<file path="src/rtl/arm_pkg.sv">
// Definitions shared by the MEM-stage SRAM controller and the EXE address logic.
package arm_pkg;

    localparam int SRAM_AW  = 18;
    localparam int SRAM_DW  = 16;
    localparam int MEM_BASE = 1024;

    typedef enum logic [2:0] {
        IDLE,
        RD_LO,
        RD_HI,
        WR_LO,
        WR_HI,
        DONE
    } sram_state_t;

endpackage

</file>
<file path="src/rtl/sram_controller.sv">
// Performs a 32-bit MEM-stage load/store as two half-word accesses on a 16-bit
// asynchronous SRAM, holding ready low while the access is in flight.
module sram_controller
    import arm_pkg::*;
#(
    parameter int BASE_ADDR   = MEM_BASE,
    parameter int WAIT_CYCLES = 2
) (
    input  logic               clk,
    input  logic               rst,
    input  logic               memReadEn,
    input  logic               memWriteEn,
    input  logic [31:0]        address,
    input  logic [31:0]        writeData,
    output logic [31:0]        readData,
    output logic               ready,
    output logic [SRAM_AW-1:0] SRAM_ADDR,
    output logic [SRAM_DW-1:0] SRAM_DQ_out,
    output logic               SRAM_DQ_oe,
    input  logic [SRAM_DW-1:0] SRAM_DQ_in,
    output logic               SRAM_WE_N,
    output logic               SRAM_OE_N
);

    localparam int CW = (WAIT_CYCLES > 2) ? $clog2(WAIT_CYCLES) : 1;
    localparam logic [CW-1:0] CNT_LOAD = CW'(WAIT_CYCLES - 1);
    localparam logic [CW-1:0] CNT_ONE  = CW'(1);

    sram_state_t         r_state;
    logic [CW-1:0]       r_cnt;
    logic [16:0]         r_wa;
    logic [SRAM_DW-1:0]  r_wdata_hi;
    logic [SRAM_DW-1:0]  r_shadow_lo;

    logic [16:0]         w_wa;
    logic                w_last;

    // Word index wraps modulo 2^17 for addresses below the base or past the top.
    assign w_wa   = 17'((address - 32'(BASE_ADDR)) >> 2);
    assign w_last = (r_cnt == '0);
    assign ready  = !(memReadEn || memWriteEn) || (r_state == DONE);

    // Pad outputs are registered from the next state so they line up with it.
    always_ff @(posedge clk or negedge rst) begin
        if (!rst) begin
            r_state     <= IDLE;
            r_cnt       <= '0;
            r_wa        <= '0;
            r_wdata_hi  <= '0;
            r_shadow_lo <= '0;
            readData    <= '0;
            SRAM_ADDR   <= '0;
            SRAM_DQ_out <= '0;
            SRAM_DQ_oe  <= 1'b0;
            SRAM_WE_N   <= 1'b1;
            SRAM_OE_N   <= 1'b1;
        end else begin
            case (r_state)
                IDLE: begin
                    r_wa       <= w_wa;
                    r_wdata_hi <= writeData[31:16];
                    if (memWriteEn) begin
                        r_state     <= WR_LO;
                        r_cnt       <= CNT_LOAD;
                        SRAM_ADDR   <= {w_wa, 1'b0};
                        SRAM_DQ_out <= writeData[15:0];
                        SRAM_DQ_oe  <= 1'b1;
                        SRAM_WE_N   <= 1'b0;
                        SRAM_OE_N   <= 1'b1;
                    end else if (memReadEn) begin
                        r_state    <= RD_LO;
                        r_cnt      <= CNT_LOAD;
                        SRAM_ADDR  <= {w_wa, 1'b0};
                        SRAM_DQ_oe <= 1'b0;
                        SRAM_WE_N  <= 1'b1;
                        SRAM_OE_N  <= 1'b0;
                    end
                end
                RD_LO: begin
                    if (w_last) begin
                        r_shadow_lo <= SRAM_DQ_in;
                        r_state     <= RD_HI;
                        r_cnt       <= CNT_LOAD;
                        SRAM_ADDR   <= {r_wa, 1'b1};
                    end else begin
                        r_cnt <= r_cnt - CNT_ONE;
                    end
                end
                RD_HI: begin
                    if (w_last) begin
                        readData  <= {SRAM_DQ_in, r_shadow_lo};
                        r_state   <= DONE;
                        SRAM_OE_N <= 1'b1;
                    end else begin
                        r_cnt <= r_cnt - CNT_ONE;
                    end
                end
                WR_LO: begin
                    if (w_last) begin
                        r_state     <= WR_HI;
                        r_cnt       <= CNT_LOAD;
                        SRAM_ADDR   <= {r_wa, 1'b1};
                        SRAM_DQ_out <= r_wdata_hi;
                        SRAM_WE_N   <= 1'b0;
                    end else begin
                        // WE rises for the final cycle so address/data hold across the edge.
                        r_cnt     <= r_cnt - CNT_ONE;
                        SRAM_WE_N <= (r_cnt == CNT_ONE);
                    end
                end
                WR_HI: begin
                    if (w_last) begin
                        r_state    <= DONE;
                        SRAM_DQ_oe <= 1'b0;
                    end else begin
                        r_cnt     <= r_cnt - CNT_ONE;
                        SRAM_WE_N <= (r_cnt == CNT_ONE);
                    end
                end
                DONE: begin
                    r_state <= IDLE;
                end
                default: begin
                    r_state    <= IDLE;
                    SRAM_DQ_oe <= 1'b0;
                    SRAM_WE_N  <= 1'b1;
                    SRAM_OE_N  <= 1'b1;
                end
            endcase
        end
    end

endmodule
</file>
<file path="config.mk">
export PLATFORM = sky130hd
export DESIGN_NAME = sram_controller
export DESIGN_NICKNAME = d
export VERILOG_FILES = /design/src/rtl/arm_pkg.sv /design/src/rtl/sram_controller.sv
export SDC_FILE = /design/constraint.sdc
export NUM_CORES = 1
export LEC_CHECK = 0
export CAP_MARGIN = 15
export CELL_PAD_IN_SITES_DETAIL_PLACEMENT = 1
export CELL_PAD_IN_SITES_GLOBAL_PLACEMENT = 1
export CORE_MARGIN = 2
export CORE_UTILIZATION = 36
export DETAILED_ROUTE_END_ITERATION = 7
export PLACE_DENSITY_LB_ADDON = 0.1
export SYNTH_ARGS = -nofsm -noshare
export SYNTH_HDL_FRONTEND = slang
export SYNTH_SLANG_ARGS = --single-unit
</file>
<file path="constraint.sdc">
create_clock -name clk -period 2 [get_ports clk]
set_input_delay 0.5 -clock clk [delete_from_list [all_inputs] [get_ports clk]]
set_output_delay 0.5 -clock clk [all_outputs]
set_load 0.005 [all_outputs]
</file>
## After elaboration in Yosys (flattened, before gate mapping)

Cells that the tools add are included.

- Memory bits (read-only): 0
- Bits in latches: 0
- Output and inout port bits: 70
- Bits in registers: 122
- Memories kept: 0
- Logic and storage cells: 80
- Input bits: 84
- Bits in writable memories: 0

- Bitwise logic cells: 4
- Multipliers: 0
- Add/subtract/negate cells: 2
- Shift-type cells: 0
- Reductions and logical operators: 21
- Div/mod/pow operators: 0
- Order comparisons: 0
- Muxes and demuxes: 28
- Equality and inequality tests: 14

Operators by type and width:

| kind | number |
|---|---|
| 18-bit 2-to-1 mux | 3 |
| 18-bit one-hot mux with 2 select lines | 1 |
| 16-bit 2-to-1 mux | 2 |
| 16-bit one-hot mux with 2 select lines | 1 |
| 19-bit by 11-bit subtractor with 19-bit output, second input constant | 1 |
| 2-bit inequality test, second input constant | 8 |
| 3-bit 2-to-1 mux | 5 |
| 3-bit AND reduction | 5 |
| 3-bit one-hot mux with 4 select lines | 1 |
| 1-bit 2-to-1 mux | 11 |
| 1-bit one-hot mux with 3 select lines | 3 |
| 4-bit OR reduction | 2 |
| 3-bit by 2-bit == test with 1-bit output, second input constant | 2 |
| 3-bit == test, second input constant | 2 |
| 2-bit AND reduction | 3 |
| 1-bit NOT | 4 |
| 1-bit one-hot mux with 4 select lines | 1 |
| 4-bit AND reduction | 1 |
| 2-bit nonzero test | 2 |
| 2-bit OR reduction | 2 |
| 3-bit by 1-bit == test with 1-bit output, second input constant | 1 |
| 3-bit logical NOT | 1 |
| 3-bit inequality test, second input constant | 1 |
| 3-bit nonzero test | 1 |
| 4 further kinds | 5 |

## Longest topological paths before layout

Gate-level depths: netlist of the first run.

- Depth in word-level cells: 4
- Mapped depth: 7

## Worst setup path before layout of the first run

OpenSTA, ideal clock, no wires.

- Path kind: input port to flip-flop
- Start: input address[13]
- End: register SRAM_ADDR[17]
- Required time: 1.936 ns
- Path buffers: 0
- Library setup time: 0.064 ns
- Stages on the path: 4
- Arrival: 1.815 ns
- Setup slack: 0.121 ns
- Path through: or4_4 -> or4_4 -> a31oi_1 -> mux2_2

- Longest elaborated chain between the ends: 4

RTL lines:

| element | line | text |
|---|---|---|
| start, declared | sram_controller.sv:13 | `input logic [31:0] address,` |
| 19-bit by 11-bit subtractor with 19-bit output (*) | sram_controller.sv:39 | `assign w_wa = 17'((address - 32'(BASE_ADDR)) >> 2);` |
| 18-bit 2-to-1 mux | sram_controller.sv:70 | `end else if (memReadEn) begin` |
| 18-bit 2-to-1 mux (*) | sram_controller.sv:62 | `if (memWriteEn) begin` |
| 18-bit one-hot mux with 2 select lines (*) | sram_controller.sv:58 | `case (r_state)` |
| end signal, assigned | sram_controller.sv:65 | `SRAM_ADDR <= {w_wa, 1'b0};` |
| end signal, assigned | sram_controller.sv:73 | `SRAM_ADDR <= {w_wa, 1'b0};` |
| end signal, assigned | sram_controller.sv:84 | `SRAM_ADDR <= {r_wa, 1'b1};` |
| end, declared | sram_controller.sv:17 | `output logic [SRAM_AW-1:0] SRAM_ADDR,` |

Mark *: on every way between the ends. The rest lies on a longest branch, timed or not. The select of a mux whose other input is x is not followed.
A chain may end at the register's enable or synchronous reset.

## Worst setup path in the final report of the first run

- Start: input address[15]
- End: register SRAM_ADDR[17]

Same word-level chain as after synthesis.

==> results.toml, run 1 <==
[logic_synthesis]
syn_inst = 464
synth_common_cells = "dfrtp_1, nand2_1, mux2_2"
syn_area_sq_um = 5176
syn_area_per_cell_sq_um = 11.16
syn_nets = 549
synth_top_area_cell = "dfrtp_1"
synth_edf_count = 0
yosysMostFrequentCell = "dfrtp_1"
async_flop_share_pct = 100.0
synth-seq-cells = 122
yosysSeqAreaShare_pct = 59.03
ys.flop_type = "dfrtp_1"
yosys-top-cells-area = "dfrtp_1, mux2_2, nand2_1, mux2i_1, nor2_1"
ys_types = 37
synth_top_area_share_pct = 58.01
yosys_warnings = 0

[timing]
hold_ws_ns = 0.05168
tightest_slew_ns = 0.5057
min_period_ns = 1.956
setup_viol = 0
finalWorstSetupSlack_ns = 0.04418
rsz0062_at_grt = "false"
setup_tns_ns = 0
finalMaxSlewViolations = 0
max_slew_margin_pct = 66.28
final.period_utilization_pct = 97.79
fin_skew_ns = 0.009185
fmax_ghz = 0.5113
hold_violations = 0

[layout]
final_area_sq_um = 7670
fillers = 1474
diodes = 0
area.sequential_sq_um = 3055
postLayoutCoreUtil_pct = 54.83
drive_above_1_share_pct = 22.50
fin_nets = 712
area_delta_synth_final_pct = 48.18
multiInputGateArea_sq_um = 2004

[drt]
drc_errors = 0
dr.pass1.iters = 4
drt-wirelength-per-cell_microns = 16.20
ant_nets = 0
drtIter0Drc = 99
wirelength_microns = 13280
vias_per_cell = 4.839
vias = 3968

[run_status]
status = "finished clean"

[placed_design]
place.gp.congestion = 0.7882
hpwlAfterDp_microns = 9119
place_area_sq_um = 7023
port-buffer-count = 138
post-place-ws_ns = -0.4113

[global_routing]
grt_pass1_wl_microns = 21660
antenna_found_initial = 0
grt_use_total_pct = 18.80
grt_overflow_total = 0
first_global_vias = 4344
top_usage_layer = "met2"
grt_util_met1_pct = 22.35
use_met3_pct = 5.128
grt_max_degree = 37
use_met2_pct = 32.90

[clocking]
path_clk_slew_ns = 0.06
cts_buffers = 17
h-tree-depth = 4
cts_tree = "built"
post_cts_buffers = 0
clk_latency_ns = 0.42
clock-sinks = 122
cts-root-buf = "clkbuf_16"
clockBufferDepth = 2

[power]
leakagePower_nw = 3.437
power.density_nw_per_um2 = 1696
ir_worst_vdd_uv = 767.2

[floorplan]
io_pins = 154
fp.dieH_microns = 123.9
core_area_sq_um = 13990
initial_utilization_pct = 37.00
dieArea_sq_um = 15350
rows = 43
die_w_microns = 123.9

[critical_path]
cp-start-kind = "primary input"
worstPathRequired_ns = 2.35
crit_type = "primary input to flop"
end_kind = "flop"
crit_arrival_ns = 2.30
crit_path_max_fanout = 4

[worst_hold_path]
holdCritPathClass = "primary input to async pin"

[flow_run]
cap_violations = 0
where the power goes:
group          total, W  internal (W)  switching (W)
sequential      0.00441       0.00375       0.000662
clock           0.00332       0.00224        0.00108
combinational   0.00528       0.00300        0.00228
worst paths after layout:
path / start / end / slack, ns / cells past startpoint
hold reg to reg: r_wdata_hi[14] / r_wdata_hi[14] / 0.47 / 2
min in group clk: address[10] / r_wa[8] / 0.40 / 2
hold / removal: rst / r_wdata_hi[6] / 0.05 / 1
max in group asynchronous: rst / SRAM_WE_N / 1.32 / 2
setup reg to reg: r_state[2] / readData[31] / 0.22 / 5
setup / recovery: address[15] / SRAM_ADDR[17] / 0.04 / 5
metal layers:
metal	vias to the layer above	part of all wire, %
li1	1902	-
met1	1968	42
met2	85	52
met3	13	4.6
met4	0	1.3
met5	-	0
registers in the layout (all words and copies together), names as in the netlist:
register	flops
readData	32
SRAM_DQ_out	16
SRAM_WE_N	1
r_wa	17
r_state	3
SRAM_OE_N	1
r_shadow_lo	16
SRAM_DQ_oe	1
SRAM_ADDR	18
r_wdata_hi	16
r_cnt	1
cell type report:
cell class	count	area share [%]
flip-flops and latches	122	39.84
multi-input cells	310	26.13
repair buffers	171	22.46
clock buffers	20	5.824
well taps	180	2.936
clock inverters	12	2.561
inverters	5	0.2447
what timing repair did:
| action | in CTS | in global routing |
|---|---|---|
| endpoints found under the setup margin | 3 | 2 |
| pin swaps | 0 | 2 |
| resized for setup | 6 | 2 |
| hold buffers | 0 | 0 |
through the flow:
| stage | instances | total power [W] |
|---|---|---|
| floorplan | 464 | 0.007077 |
| global placement | 788 | 0.009538 |
| detailed placement | 788 | 0.009812 |
| CTS | 820 | 0.01325 |
| global route | 820 | 0.01398 |
| finish | 820 | 0.01301 |
placed cells by master (no fill, tap or decap), types with 8 or more instances in the layout:
cell             instances
a21oi_1                 23
a31oi_1                  9
buf_12                   8
buf_4                   26
clkbuf_16               17
clkdlybuf4s50_1        131
dfrtp_1                120
mux2_2                  65
mux2i_1                 16
nand2_1                107
nor2_1                  31
o21ai_0                 16
cell families (layout without fill, tap and decap cells):
| family | after synthesis | count (layout) | synth area share (%) |
|---|---|---|---|
| adder cells (fa/ha/maj) | 1 | 1 | 0.2417 |
| AND/OR/NAND/NOR | 164 | 164 | 13.49 |
| AO/OA/AOI/OAI | 61 | 61 | 6.913 |
| XOR/XNOR | 3 | 3 | 0.5077 |
| multiplexers | 81 | 81 | 17.23 |
| buffers and inverters | 32 | 208 | 2.586 |
| flip-flops | 122 | 122 | 59.03 |
critical path, cell delays in order:
cell	delay [ns]
clkdlybuf4s50_1	0.42
or4_4	0.56
or4_4	0.50
a31oi_1	0.17
mux2_2	0.16
Power figures use the tool's default switching activity.
==> inputs of run 2 (changes only) <==
Settings changed: CORE_MARGIN 2 to unset.
==> results.toml, run 2 (synthesis results as in run 1) <==
[power]
leakagePower_nw = 3.449
p_int_w = 0.008932
ir_worst_vdd_uv = 682.9
clock_power_share_pct = 25.7
switchingPower_w = 0.004043
combPwrFrac_pct = 40.4
sw_frac_of_total_pct = 31.16
power.density_nw_per_um2 = 1688
seqPwrFrac_pct = 34.0

[critical_path]
crit_family = "flip-flops"
r2r_setup_slack_ns = 0.24
cp_cell_sequence = "clkdlybuf4s50_1"
worstPathRequired_ns = 1.50
crit_arrival_ns = 1.44
crit_slowest_cell = "dfstp_2"
crit_path_max_fanout = 2
cp-start-kind = "flop"
crit_type = "flop to primary output"
end_kind = "primary output"
crit_buf_inv = 1
critPathMaxStageDelay_ns = 0.52

[drt]
wirelength_microns = 13020
dr.pass1.iters = 4
drc_errors = 0
drtIter0Drc = 108
vias_per_cell = 4.914
vias = 4034
drt-wirelength-per-cell_microns = 15.86
ant_nets = 0

[clocking]
cts_tree = "built"
clock-sinks = 122
post_cts_buffers = 0
path_clk_slew_ns = 0.06
clockBufferDepth = 2
h-tree-depth = 4
cts_buffers = 17
cts-root-buf = "clkbuf_16"
clk_latency_ns = 0.41

[layout]
area_delta_synth_final_pct = 48.49
largestRegisters = "readData: 32 flops, SRAM_ADDR: 18 flops, r_wa: 17 flops"
final_cell_mix = "clkdlybuf4s50_1, dfrtp_1, nand2_1"
postLayoutCoreUtil_pct = 55.16
fin_nets = 713
largest-register = "readData"
fillers = 1440
diodes = 0
final_common_cell = "clkdlybuf4s50_1"
largest_reg_flops = 32
drive_above_1_share_pct = 22.93

[global_routing]
antenna_found_initial = 0
grt_pass1_wl_microns = 21410
grt_use_total_pct = 18.88
grt_max_degree = 36
grt_overflow_total = 0
first_global_vias = 4228

[timing]
fmax_ghz = 0.5157
setup_tns_ns = 0
fin_skew_ns = 0.008942
final.period_utilization_pct = 96.95
hold_violations = 0
max_slew_margin_pct = 73.75
min_period_ns = 1.939
tightest_slew_ns = 0.3937
setup_viol = 0
finalMaxSlewViolations = 0
hold_ws_ns = 0.4217
rsz0062_at_grt = "false"

[worst_hold_path]
holdCritPathClass = "primary input to flop"

[floorplan]
dieArea_sq_um = 14860
rows = 43
fp.dieH_microns = 121.9
initial_utilization_pct = 37.15
io_pins = 154
core_area_sq_um = 13930
die_w_microns = 121.9

[flow_run]
cap_violations = 0

[run_status]
status = "finished clean"

[placed_design]
place.gp.congestion = 0.8263
port-buffer-count = 138
hpwlAfterDp_microns = 8992
-- run 2: changes by cell type in the layout (fill, tap and decap cells not counted), sizes merged --
cell,delta
dlygate4sd3,+1
bufinv,-1
clkinv,-2
dlygate4sd2,-2
dlymetal6s2s,+1
inv,+3
clkdlybuf4s50,+1
-- run 2: worst paths after layout --
kind / start / endpoint / cells past startpoint
worst max-delay path: SRAM_OE_N / SRAM_OE_N / 1
worst min-delay path: address[10] / r_wa[8] / 2
worst max register to register: r_state[1] / SRAM_DQ_out[4] / 6
worst min register to register: r_wdata_hi[15] / r_wdata_hi[15] / 2
max in group asynchronous: rst / SRAM_WE_N / 3
min in group asynchronous: rst / r_wdata_hi[11] / 2
-- run 2: per-layer routing --
layer	GRT usage, %	up-vias	routed length [microns]
met5	0	-	0
met4	6.636	0	171
met3	4.635	13	559
met2	31.64	95	6650
met1	23.63	2019	5639
li1	-	1907	-
-- run 2: repair_timing --
| item | in CTS | in global routing |
|---|---|---|
| hold buffers | 1 | 0 |
| pin swaps | 0 | 1 |
| resized for setup | 4 | 4 |
| hold endpoints to repair | 15 | 0 |
| setup endpoints to repair | 1 | 4 |
-- run 2: cell type report --
type	count	area, sq um	share of cell area (%)
well taps	180	225.2	2.930
clock inverters	12	186.4	2.426
repair buffers	172	1725	22.45
inverters	5	18.77	0.2442
multi-input cells	310	2007	26.11
clock buffers	20	466.7	6.072
flip-flops and latches	122	3057	39.77
-- run 2: per-stage QoR --
step	area [sq um]	instances	power (W)	setup slack (ns)
floorplan	5176	464	0.007077	0.1205
global placement	7010	788	0.009486	-0.3500
detailed placement	7010	788	0.009753	-0.4122
CTS	7672	821	0.01319	0.006024
global route	7686	821	0.01390	0.01232
finish	7686	821	0.01297	0.06099
-- run 2: power by group through the flow --
stage	Clock [W]	Combinational (W)	Sequential, W
detailed placement	0	0.00530	0.00445
finish	0.00333	0.00524	0.00441
global placement	0	0.00512	0.00436
floorplan	0	0.00272	0.00436
global route	0.00353	0.00579	0.00458
CTS	0.00341	0.00536	0.00442
==> RTL edit: new RTL, config.mk and constraints of run 2 <==
Set the parameter `WAIT_CYCLES` to 1 (it was 2).
--- a/src/rtl/sram_controller.sv
+++ b/src/rtl/sram_controller.sv
@@ -6,3 +6,3 @@
     parameter int BASE_ADDR   = MEM_BASE,
-    parameter int WAIT_CYCLES = 2
+    parameter int WAIT_CYCLES = 1
 ) (
Formal check against the unedited RTL: not equivalent (Yosys sat finds a counterexample within 4 cycles, from zero or initial values and one cycle with rst low).
==> RTL edit against run 2 <==
- routed wire length decreased by 4.1%
- cell count decreased by 8.6%
- power decreased by 5.7%
- sequential cell count decreased by 1
- combinational power decreased by 2%
- worst setup slack improved by 0.017 ns
- register-to-register slack improved by 0.07 ns
- area after synthesis decreased by 2.7%
- cell area decreased by 4.3%
- critical path type is now in2out
- largest cell class unchanged
- largest power group unchanged
==> RTL edit: results <==
[status]
status = finished, final reports clean

[logic_synthesis]
synth_fp_nets = 485
synth_cells = 400
synth_cell_types = 42
synth.area.top_cells = dfrtp_1 59%, mux2_1 11%, mux2_2 6.0%
ys_seq_area_frac = 0.602

[grt]
grt_pass1_vias = 3997
grtUsageTotal = 0.188
grt_pass1_wl_mm = 20.6
grt_max_degree = 78

[clocking]
cts-root-buf = clkbuf_16

[layout]
reg.largest.list = readData (32), SRAM_ADDR (18), r_wa (17)
fin_nets = 646
drive_gt1_frac = 0.167
fill_cells = 1408

[placement]
gp_congestion = 0.781
placement.io_buffers = 138
placed_cells = 718
dpl_cell_area_um2 = 6810
dp_slack_ns = -0.249
dp_hpwl_mm = 8.64

[power]
pg_seq_mw = 4.38
clkPwrFrac = 0.223
pwr-share-seq = 0.358
cellLeakagePower_nw = 3.16
ir_worst_vdd_mv = 0.806
internal_power_mw = 8.40

[routing]
drtIter0Drc = 175
routed_wl_mm = 12.5
post_drt_wl_per_cell_um = 16.6
via_count = 3625

[timing]
skew_ns = 0.00558
tightest_slew_ns = 0.567

[critical_path]
cp.arrival_ns = 1.42
crit_fanout = 2

[hold_path]
min_path_type = in2async
-- RTL edit: worst max-delay path: stages --
cell	delay, ns
clkdlybuf4s50_1	0.46
o32ai_2	0.17
dlygate4sd2_1	0.29
-- RTL edit: final timing paths --
| check | start | endpoint | slack, ns | cells past startpoint |
|---|---|---|---|---|
| min in group clk | r_shadow_lo[5] | readData[5] | 0.48 | 1 |
| worst max register to register | r_state[2] | r_wdata_hi[3] | 0.31 | 4 |
| worst min register to register | r_shadow_lo[5] | readData[5] | 0.48 | 1 |
| worst min-delay path | rst | readData[16] | 0.12 | 2 |
| worst max-delay path | memWriteEn | ready | 0.08 | 3 |
| max in group asynchronous | rst | r_wa[0] | 1.40 | 2 |
-- RTL edit: repair_timing --
action,in CTS,in global routing
cloned,0,0
gates resized for setup,3,1
pin swaps,0,0
endpoints found under the hold margin,0,0
hold buffers,0,0
setup endpoints to repair,2,1
-- RTL edit: cells by family after synthesis --
kind of cell               count (synthesis)  synth area share
adders and majority gates                  1           0.00248
AOI/OAI and AO/OA                         65            0.0785
xor gates and xnor gates                   7            0.0122
DFF                                      121             0.602
buffers and inverters                     30            0.0278
muxes                                     93             0.204
and+or+nand+nor                           83            0.0738
-- RTL edit: cell type report --
class | count | area (um^2) | share of cell area
clock inverter | 8 | 45.0 | 0.00613
inverter | 6 | 22.5 | 0.00306
clock buffer | 24 | 492 | 0.0669
timing repair buffer | 166 | 1660 | 0.226
tap | 176 | 220 | 0.0299
sequential | 121 | 3030 | 0.412
multi-input combinational | 249 | 1880 | 0.256
-- RTL edit: per-layer routing --
metal	GRT usage	routed length (um)	vias to the layer above
met3	0.0561	628	9
met1	0.228	5360	1802
met4	0.0694	121	0
li1	-	-	1719
met2	0.315	6380	95
met5	0	0	-
